## config.mk

```make
export PLATFORM = sky130hd
export DESIGN_NAME = percept_seq_flat
export DESIGN_NICKNAME = d
export VERILOG_FILES = /design/src/rtl/percept_seq_if.sv /design/src/rtl/percept_seq.sv /design/src/flat_wrapper.sv
export SDC_FILE = /design/constraint.sdc
export NUM_CORES = 1
export LEC_CHECK = 0
export ABC_AREA = 1
export BUFFER_PORTS_ARGS = -buffer_cell sky130_fd_sc_hd__buf_2
export CORE_MARGIN = 1
export CORE_UTILIZATION = 62
export CTS_CLUSTER_DIAMETER = 200
export DETAILED_ROUTE_END_ITERATION = 6
export GPL_TIMING_DRIVEN = 0
export PLACE_DENSITY = 0.86
export SLEW_MARGIN = 0
export SYNTH_ARGS = -nofsm -noshare
export SYNTH_HDL_FRONTEND = slang
export SYNTH_SLANG_ARGS = --single-unit
export TNS_END_PERCENT = 20
```

## constraint.sdc

```tcl
create_clock -name clk -period 3.95 [get_ports clk]
set_clock_uncertainty 0.1 [all_clocks]
set_input_delay 0.395 -clock clk [delete_from_list [all_inputs] [get_ports clk]]
set_output_delay 0.395 -clock clk [all_outputs]
set_load 0.01 [all_outputs]
```

## src/rtl/percept_seq_if.sv

```systemverilog
// rtl/percept_seq_if.sv - UART and perceptron strobe bundle seen by the command sequencer
interface percept_seq_if;
    logic        recieved;
    logic [7:0]  data_rx;
    logic        busy_tx;
    logic        transmit;
    logic [7:0]  data_tx;
    logic        shift_in;
    logic [7:0]  data_in;
    logic        mul_and_acc;
    logic        shift_out;
    logic [15:0] data_out;

    modport master (
        input  recieved, data_rx, busy_tx, data_out,
        output transmit, data_tx, shift_in, data_in, mul_and_acc, shift_out
    );

    modport slave (
        output recieved, data_rx, busy_tx, data_out,
        input  transmit, data_tx, shift_in, data_in, mul_and_acc, shift_out
    );
endinterface

```

## src/rtl/percept_seq.sv

```systemverilog
// rtl/percept_seq.sv - UART command decoder driving the perceptron strobes and replies
module percept_seq #(
    parameter int MAC_CYCLES = 4,
    parameter int TIMEOUT    = 50000
) (
    input  logic          clk,
    input  logic          rst,
    percept_seq_if.master bus,
    output logic          busy,
    output logic          overrun
);
    typedef enum logic [3:0] {
        IDLE, ARG, SHIFT, MAC, MWAIT, READ, CAP, TXHI, TXLO, TXACK, TXW
    } state_t;

    localparam logic [7:0] CMD_SHIFT = 8'h10;
    localparam logic [7:0] CMD_MAC   = 8'h20;
    localparam logic [7:0] CMD_READ  = 8'h30;
    localparam logic [7:0] ACK_OK    = 8'hAA;
    localparam logic [7:0] ACK_ERR   = 8'hEE;

    state_t      state_q, state_d;
    state_t      ret_q, ret_d;
    logic [19:0] tmo_q, tmo_d;
    logic [7:0]  wait_q, wait_d;
    logic [15:0] result_q, result_d;
    logic [7:0]  ack_q, ack_d;
    logic [7:0]  data_in_q, data_in_d;
    logic [7:0]  data_tx_q, data_tx_d;
    logic        transmit_q, transmit_d;
    logic        shift_in_q, shift_in_d;
    logic        mac_q, mac_d;
    logic        shift_out_q, shift_out_d;
    logic        busy_q, busy_d;
    logic        overrun_q, overrun_d;
    logic        txw_first_q, txw_first_d;

    always_comb begin
        state_d     = state_q;
        ret_d       = ret_q;
        tmo_d       = tmo_q;
        wait_d      = wait_q;
        result_d    = result_q;
        ack_d       = ack_q;
        data_in_d   = data_in_q;
        data_tx_d   = data_tx_q;
        transmit_d  = 1'b0;
        shift_in_d  = 1'b0;
        mac_d       = 1'b0;
        shift_out_d = 1'b0;
        overrun_d   = overrun_q;
        txw_first_d = 1'b0;

        case (state_q)
            IDLE: begin
                if (bus.recieved) begin
                    case (bus.data_rx)
                        CMD_SHIFT: begin
                            state_d = ARG;
                            tmo_d   = 20'd0;
                        end
                        CMD_MAC: begin
                            state_d = MAC;
                            mac_d   = 1'b1;
                        end
                        CMD_READ: begin
                            state_d     = READ;
                            shift_out_d = 1'b1;
                        end
                        default: begin
                            state_d = TXACK;
                            ack_d   = ACK_ERR;
                        end
                    endcase
                end
            end
            ARG: begin
                tmo_d = tmo_q + 20'd1;
                // A byte arriving in the very cycle the timeout expires still wins.
                if (bus.recieved) begin
                    state_d    = SHIFT;
                    data_in_d  = bus.data_rx;
                    shift_in_d = 1'b1;
                end else if (tmo_q == 20'(TIMEOUT)) begin
                    state_d = TXACK;
                    ack_d   = ACK_ERR;
                end
            end
            SHIFT: state_d = IDLE;
            MAC: begin
                state_d = MWAIT;
                wait_d  = 8'(MAC_CYCLES);
            end
            MWAIT: begin
                wait_d = wait_q - 8'd1;
                if (wait_q <= 8'd1) begin
                    state_d = TXACK;
                    ack_d   = ACK_OK;
                end
            end
            READ: state_d = CAP;
            CAP: begin
                state_d  = TXHI;
                result_d = bus.data_out;
            end
            TXHI, TXLO, TXACK: begin
                if (transmit_q) begin
                    state_d     = TXW;
                    txw_first_d = 1'b1;
                    ret_d       = (state_q == TXHI) ? TXLO : IDLE;
                end
            end
            TXW: begin
                if (!txw_first_q && !bus.busy_tx) begin
                    state_d = ret_q;
                end
            end
            default: state_d = IDLE;
        endcase

        // Launch is registered, so it is decided on the edge into (or while in) a transmit state.
        if ((state_d == TXHI || state_d == TXLO || state_d == TXACK) && !bus.busy_tx) begin
            transmit_d = 1'b1;
            case (state_d)
                TXHI:    data_tx_d = result_d[15:8];
                TXLO:    data_tx_d = result_d[7:0];
                default: data_tx_d = ack_d;
            endcase
        end

        if (bus.recieved && state_q != IDLE && state_q != ARG) begin
            overrun_d = 1'b1;
        end

        busy_d = (state_d != IDLE);
    end

    always_ff @(posedge clk or posedge rst) begin
        if (rst) begin
            state_q     <= IDLE;
            ret_q       <= IDLE;
            tmo_q       <= 20'd0;
            wait_q      <= 8'd0;
            result_q    <= 16'h0000;
            ack_q       <= 8'h00;
            data_in_q   <= 8'h00;
            data_tx_q   <= 8'h00;
            transmit_q  <= 1'b0;
            shift_in_q  <= 1'b0;
            mac_q       <= 1'b0;
            shift_out_q <= 1'b0;
            busy_q      <= 1'b0;
            overrun_q   <= 1'b0;
            txw_first_q <= 1'b0;
        end else begin
            state_q     <= state_d;
            ret_q       <= ret_d;
            tmo_q       <= tmo_d;
            wait_q      <= wait_d;
            result_q    <= result_d;
            ack_q       <= ack_d;
            data_in_q   <= data_in_d;
            data_tx_q   <= data_tx_d;
            transmit_q  <= transmit_d;
            shift_in_q  <= shift_in_d;
            mac_q       <= mac_d;
            shift_out_q <= shift_out_d;
            busy_q      <= busy_d;
            overrun_q   <= overrun_d;
            txw_first_q <= txw_first_d;
        end
    end

    assign bus.transmit    = transmit_q;
    assign bus.data_tx     = data_tx_q;
    assign bus.shift_in    = shift_in_q;
    assign bus.data_in     = data_in_q;
    assign bus.mul_and_acc = mac_q;
    assign bus.shift_out   = shift_out_q;
    assign busy            = busy_q;
    assign overrun         = overrun_q;
endmodule

```

## src/flat_wrapper.sv

```systemverilog
// flat-port wrapper written by rule: the top's interface ports become plain ports
module percept_seq_flat 
#(
    parameter int MAC_CYCLES = 4,
    parameter int TIMEOUT    = 50000
)
  (clk, rst, busy, overrun, bus_recieved, bus_data_rx, bus_busy_tx, bus_data_out, bus_transmit, bus_data_tx, bus_shift_in, bus_data_in, bus_mul_and_acc, bus_shift_out);
  percept_seq_if bus_i ();
  input  logic clk;
  input  logic rst;
  output logic busy;
  output logic overrun;
  input wire logic [$bits(bus_i.recieved)-1:0] bus_recieved;
  input wire logic [$bits(bus_i.data_rx)-1:0] bus_data_rx;
  input wire logic [$bits(bus_i.busy_tx)-1:0] bus_busy_tx;
  input wire logic [$bits(bus_i.data_out)-1:0] bus_data_out;
  output wire logic [$bits(bus_i.transmit)-1:0] bus_transmit;
  output wire logic [$bits(bus_i.data_tx)-1:0] bus_data_tx;
  output wire logic [$bits(bus_i.shift_in)-1:0] bus_shift_in;
  output wire logic [$bits(bus_i.data_in)-1:0] bus_data_in;
  output wire logic [$bits(bus_i.mul_and_acc)-1:0] bus_mul_and_acc;
  output wire logic [$bits(bus_i.shift_out)-1:0] bus_shift_out;
  assign bus_i.recieved = bus_recieved;
  assign bus_i.data_rx = bus_data_rx;
  assign bus_i.busy_tx = bus_busy_tx;
  assign bus_i.data_out = bus_data_out;
  assign bus_transmit = bus_i.transmit;
  assign bus_data_tx = bus_i.data_tx;
  assign bus_shift_in = bus_i.shift_in;
  assign bus_data_in = bus_i.data_in;
  assign bus_mul_and_acc = bus_i.mul_and_acc;
  assign bus_shift_out = bus_i.shift_out;
  percept_seq #(.MAC_CYCLES(MAC_CYCLES), .TIMEOUT(TIMEOUT)) u_core (.clk(clk), .rst(rst), .bus(bus_i), .busy(busy), .overrun(overrun));
endmodule
```

# Word level (Yosys, flattened, before mapping)
# Cells that the tools add are included.
[word_totals] reg_bits=83 input_bits=28 out_inout_bits=22 wordCells=87
[classes] addsub=2 magnitude_cmp=1 n_eq_ne=19 muxes=32 n_reduce_logical=18
[op_table] op="2-to-1 mux 20 bit" n=2
[op_table] op="2-to-1 mux 8 bit" n=5
[op_table] op="one-hot mux 20 bit (2 select lines)" n=1
[op_table] op="one-hot mux 4 bit (8 select lines)" n=1
[op_table] op="one-hot mux 8 bit (2 select lines)" n=2
[op_table] op="2-to-1 mux 4 bit" n=7
[op_table] op="one-hot mux 8 bit (3 select lines)" n=1
[op_table] op="adder 20 x 1 -> 20 bit, second input constant" n=1
[op_table] op="equality test 20 x 16 -> 1 bit, second input constant" n=1
[op_table] op="equality test 4 x 3 -> 1 bit, second input constant" n=5
[op_table] op="equality test 4 bit, second input constant" n=5
[op_table] op="equality test 8 x 6 -> 1 bit, second input constant" n=2
[op_table] op="2-to-1 mux 16 bit" n=1
[op_table] op="one-hot mux 4 bit (3 select lines)" n=1
[op_table] op="2-to-1 mux 1 bit" n=11
[op_table] op="equality test 8 x 5 -> 1 bit, second input constant" n=1
[op_table] op="less-or-equal comparator 8 x 1 -> 1 bit, second input constant" n=1
[op_table] op="nonzero test 4 bit" n=2
[op_table] op="subtractor 8 x 1 -> 8 bit, second input constant" n=1
[op_table] op="OR reduction 3 bit" n=2
[op_table] op="equality test 4 x 1 -> 1 bit, second input constant" n=1
[op_table] op="equality test 4 x 2 -> 1 bit, second input constant" n=1
[op_table] op="logical AND 1 bit" n=4
[op_table] op="logical NOT 4 bit" n=1
[op_table] op="7 further kinds" n=12

# Depth between registers and ports, before layout
[logic_depth] word_depth=9 mapped_depth=15

# Least setup slack after synthesis
# Ideal clock, no wire load.
[synth_timing] path_kind="register to register" from="register u_core.wait_q[1]" to="register u_core.data_tx_q[0] (netlist: u_core.bus.data_tx[0])" setup_ns=0.116 arrival_time_ns=1.711 setup_slack_ns=2.022 stages_incl_launch_ff=14 path_buffers=0 period_less_slack_ns=1.928 cell_sequence="dfrtp_1 -> inv_1 -> ha_1 -> nor2_1 -> nor2_1 -> nand3_4 -> nand3_4 -> nor2_4 -> nand2_4 -> nand3_4 -> nand2_8 -> clkinv_4 -> nand2_1 -> nand2_1"
[synth_via] elab_chain_len=7 elab_cells_between_ends=12 classes_between="order compare: 1; eq/ne: 3; mux: 5; reduce/logical: 3"
[synth_rtl] item="from (decl)" line="percept_seq.sv:25" source="logic [7:0] wait_q, wait_d;"
[synth_rtl] item="from (signal assigned)" line="percept_seq.sv:159" source="wait_q <= wait_d;"
[synth_rtl] item="less-or-equal comparator 8 x 1 -> 1 bit (*)" line="percept_seq.sv:96" source="if (wait_q <= 8'd1) begin"
[synth_rtl] item="2-to-1 mux 4 bit" line="percept_seq.sv:96"
[synth_rtl] item="one-hot mux 4 bit (8 select lines)" line="percept_seq.sv:54" source="case (state_q)"
[synth_rtl] item="equality test 4 x 3 -> 1 bit / equality test 4 bit (equally long branches)" line="percept_seq.sv:122, percept_seq.sv:124"
[synth_rtl] item="logical OR 1 bit (2 in a row)" line="percept_seq.sv:122" source="if ((state_d == TXHI || state_d == TXLO || state_d == TXACK) && !bus.busy_tx) begin"
[synth_rtl] item="logical AND 1 bit" line="percept_seq.sv:122"
[synth_rtl] item="to (signal assigned)" line="percept_seq.sv:163" source="data_tx_q <= data_tx_d;"
[synth_rtl] item="to (decl)" line="percept_seq.sv:29" source="logic [7:0] data_tx_q, data_tx_d;"
# Every way passes the cells marked *; elsewhere a longest branch is shown, timed or not.
# A chain may end at the register's enable or synchronous reset.

# Worst setup path after layout
[layout_timing] from="register u_core.wait_q[1]" to="register u_core.data_tx_q[0] (netlist: u_core.bus.data_tx[0])"
[layout_via] elab_chain_len=7 elab_cells_between_ends=12 classes_between="order compare: 1; eq/ne: 3; mux: 5; reduce/logical: 3"
[layout_rtl] item="less-or-equal comparator 8 x 1 -> 1 bit (*)" line="percept_seq.sv:96"
[layout_rtl] item="2-to-1 mux 4 bit (*)" line="percept_seq.sv:96"
[layout_rtl] item="one-hot mux 4 bit (8 select lines) (*)" line="percept_seq.sv:54"
[layout_rtl] item="net u_core.state_d[3]" line="percept_seq.sv:22" source="state_t state_q, state_d;"
[layout_rtl] item="equality test 4 x 3 -> 1 bit / equality test 4 bit (equally long branches)" line="percept_seq.sv:122, percept_seq.sv:124"
[layout_rtl] item="logical OR 1 bit (2 in a row)" line="percept_seq.sv:122"
[layout_rtl] item="logical AND 1 bit" line="percept_seq.sv:122"
# Mark *: on every way through the listed nets, which the timed path passes. The rest lies on a longest branch.

==> out/metrics.yaml <==
worst_setup_path:
  cp-end-kind: "flip-flop"
  path_max_fanout: 10
  crit_required_ns: 4.14
  crit_start: "u_core.wait_q[1]"
  critical_path_arrival_ns: 2.59
  crit_path_start_kind: "flip-flop"
  setup.worst_path.class: "flip-flop to flip-flop"
  worstReg2RegEnd: "u_core.bus.data_tx[0]"
  r2r_slack_ns: 1.55
  reg2reg_depth: 15
  r2r_start: "u_core.wait_q[1]"
min_path:
  min_path_type: "primary input to flip-flop"
  hold_path_end: "u_core.result_q[10]"
  hp-start: "bus_data_out[10]"
  hold_path_depth: 2
timing:
  fin_crit_sh: 0.608
  setup_violations: 0
  timing.setup.tns_ns: 0
  setup_ws_ns: 1.55
  relSlewSlack: 0.681
  max_freq_mhz: 417
  finalHoldViolCount: 0
  period_needed_ns: 2.40
  slew_violations: 0
  max_slew.worst_pin.slew_ns: 0.479
  grt_setup_unrepaired: "false"
grt:
  grt_pass1_vias: 3456
  gr-usage-all-layers: 0.285
  antenna_found_initial: 0
  grt_max_degree: 48
  gr-total-overflow: 0
  grt_pass1_wl_um: 15700
final_layout:
  syn_to_final_growth_pct: 13.7
  n_fill_cell: 473
  diodes: 0
  drive_above_1_share: 0.204
  finalNonFillerCells: 640
  stdcell_area_mm2: 0.00473
  layout.nets: 590
routing:
  ant_nets: 0
  drc: 12
  drt_iter0_markers: 299
  viasPerCell: 5.64
  wl_per_cell_um: 14.4
  drtPass1Iterations: 6
  postRouteWirelength_um: 9210
  vias: 3609
floorplanning:
  num_rows: 29
  core_mm2: 0.00642
  die_area_mm2: 0.00705
  chipHeight_um: 83.9
  dieWidth_um: 83.9
  initial_utilization: 0.648
  ios: 50
power_and_ir_drop:
  swShare: 0.436
  p_leak_nw: 2.45
  p_clk_frac: 0.167
  finalPower_mw: 3.47
  powerDensity_mw_per_mm2: 733
  power_frac_comb: 0.455
  seq_power_share: 0.377
  ir_drop_v: 0.000572
  power.internal_mw: 1.95
  power.switching_mw: 1.51
placement:
  dpl.cell_count: 623
  portBuffers: 49
  hpwl_um: 6890
  post-place-ws_ns: 1.59
  gp_congestion: 0.918
  post_dp_cell_area_mm2: 0.00453
synthesis:
  ys_seq_elements: 80
  synth_edf_count: 0
  synth_cells: 496
  syn_avg_cell_area_um2: 8.39
  synthArstFlopShare: 1.00
  syn-cell-area_mm2: 0.00416
  yosysSeqAreaShare: 0.481
  yosys_most_used_dff: "dfrtp_1"
  synth.distinct_cells: 35
  yosys_warnings: 0
  syn_nets: 528
clocking:
  clk_latency_ns: 0.35
  ctsResizeCount: 0
  cts_setup_buffers: 0
  clkSlewWorstSetupHoldPaths_ns: 0.08
  cts_tree: "built"
  clock-sinks: 80
  cts_buffers: 9
  cts_buffer_depth: 2
  cts_root_buffer: "clkbuf_8"
  cts_htree_levels: 3
  holdBufCountCts: 1
run_status:
  violations: "design-rule violations"
  outcome: "finished, violations left"
job:
  cap_viol_max_count: 0
==> worst max-delay path, stage by stage, from the launching register on <==
cell and delay (ns):
dfrtp_1 0.38, inv_1 0.13, ha_1 0.23, nor2_1 0.06
nor2_1 0.22, nand2_1 0.12, nor2_1 0.19, nor2_1 0.09
nand3_2 0.13, buf_2 0.25, nand3_1 0.11, nand2_1 0.09
inv_1 0.07, nand2_1 0.06, nand2_1 0.05, nand2_1 0.05
==> registers in the layout, summed over array words and instances (netlist names), 4 cells and up <==
name / flops
u_core.wait_q: 8
u_core.ack_q: 8
u_core.bus.data_in: 8
u_core.tmo_q: 20
u_core.result_q: 16
u_core.bus.data_tx: 8
u_core.state_q: 4
==> synthesized netlist by cell type (2+ instances only) <==
| cell | count | area share |
|---|---|---|
| nand2_1 | 106 | 0.096 |
| dfrtp_1 | 80 | 0.48 |
| inv_1 | 71 | 0.064 |
| nand3_1 | 51 | 0.061 |
| nor2_1 | 39 | 0.035 |
| o21ai_0 | 22 | 0.026 |
| nand4_1 | 20 | 0.030 |
| nor3_1 | 14 | 0.017 |
| mux2_2 | 13 | 0.035 |
| a21oi_1 | 9 | 0.011 |
| xor2_1 | 9 | 0.019 |
| o22ai_1 | 7 | 0.011 |
| inv_2 | 6 | 0.0054 |
| nor2_2 | 5 | 0.0075 |
| nor2_4 | 5 | 0.014 |
| ha_1 | 4 | 0.012 |
| nand3_2 | 4 | 0.0096 |
| nand3_4 | 4 | 0.017 |
| buf_2 | 3 | 0.0036 |
| clkbuf_1 | 3 | 0.0027 |
| nand2_2 | 3 | 0.0045 |
| nor4_1 | 3 | 0.0045 |
| buf_6 | 2 | 0.0054 |
| nand2_4 | 2 | 0.0054 |
==> cells in the final DEF (no fill, tap or decap), drive strengths merged, types with 3 or more instances in the layout <==
| cell | instances |
|---|---|
| buf | 55 |
| o22ai | 7 |
| nand3 | 59 |
| nor4 | 3 |
| ha | 4 |
| xor2 | 9 |
| a21oi | 10 |
| nand4 | 20 |
| clkinv | 3 |
| nor3 | 14 |
| mux2 | 13 |
| inv | 78 |
| nand2 | 112 |
| o21ai | 22 |
| nor2 | 49 |
| clkbuf | 14 |
| dfrtp | 80 |
==> area by class of cell <==
type / instances / area, µm² / area share
flip-flops and latches: 80 / 2000 / 0.423
multi-input cells: 330 / 1810 / 0.383
inverters: 78 / 300 / 0.0635
repair buffers: 51 / 283 / 0.0598
clock buffers: 11 / 131 / 0.0278
well taps: 77 / 96.3 / 0.0204
clock inverters: 5 / 56.3 / 0.0119
plain buffers: 8 / 48.8 / 0.0103
==> through the flow <==
stage | utilization | hold WS, ns
global placement | 0.701 | 0.354
finish | 0.737 | 0.192
CTS | 0.737 | 0.175
global route | 0.737 | 0.184
floorplan | - | 0.338
detailed placement | 0.706 | 0.340
==> how the worst max path moves through the flow <==
stage,end,cells past startpoint,slack [ns]
after global routing,u_core.bus.data_tx[0],15,1.31
after CTS,u_core.bus.data_tx[0],15,1.55
after detailed placement,u_core.tmo_q[4],9,1.59
final,u_core.bus.data_tx[0],15,1.55
after global placement,u_core.result_q[2],2,0.55
after floorplan,u_core.ack_q[0],1,1.40
==> routing by layer <==
layer	routed length, µm	vias up	track usage
met2	4430	129	0.458
met1	4150	1721	0.375
li1	-	1744	-
met3	478	15	0.0514
met5	0	-	0
met4	154	0	0.136
==> cells by family after synthesis <==
family / after synthesis / share of synthesized area
compound gates: 46 / 0.0625
fa+ha+maj: 4 / 0.0120
mux: 13 / 0.0352
flops: 80 / 0.481
simple gates: 258 / 0.307
buf+inv: 86 / 0.0833
xor+xnor: 9 / 0.0189
==> power by group through the flow <==
stage | combinational, mW | clock [mW] | sequential (mW)
4_1_cts | 1.57 | 0.593 | 1.30
2_1_floorplan | 1.12 | 0 | 1.32
3_5_place_dp | 1.55 | 0 | 1.32
3_3_place_gp | 1.48 | 0 | 1.30
6_report | 1.58 | 0.581 | 1.31
5_1_grt | 1.76 | 0.623 | 1.34
Power figures use the tool's default switching activity.
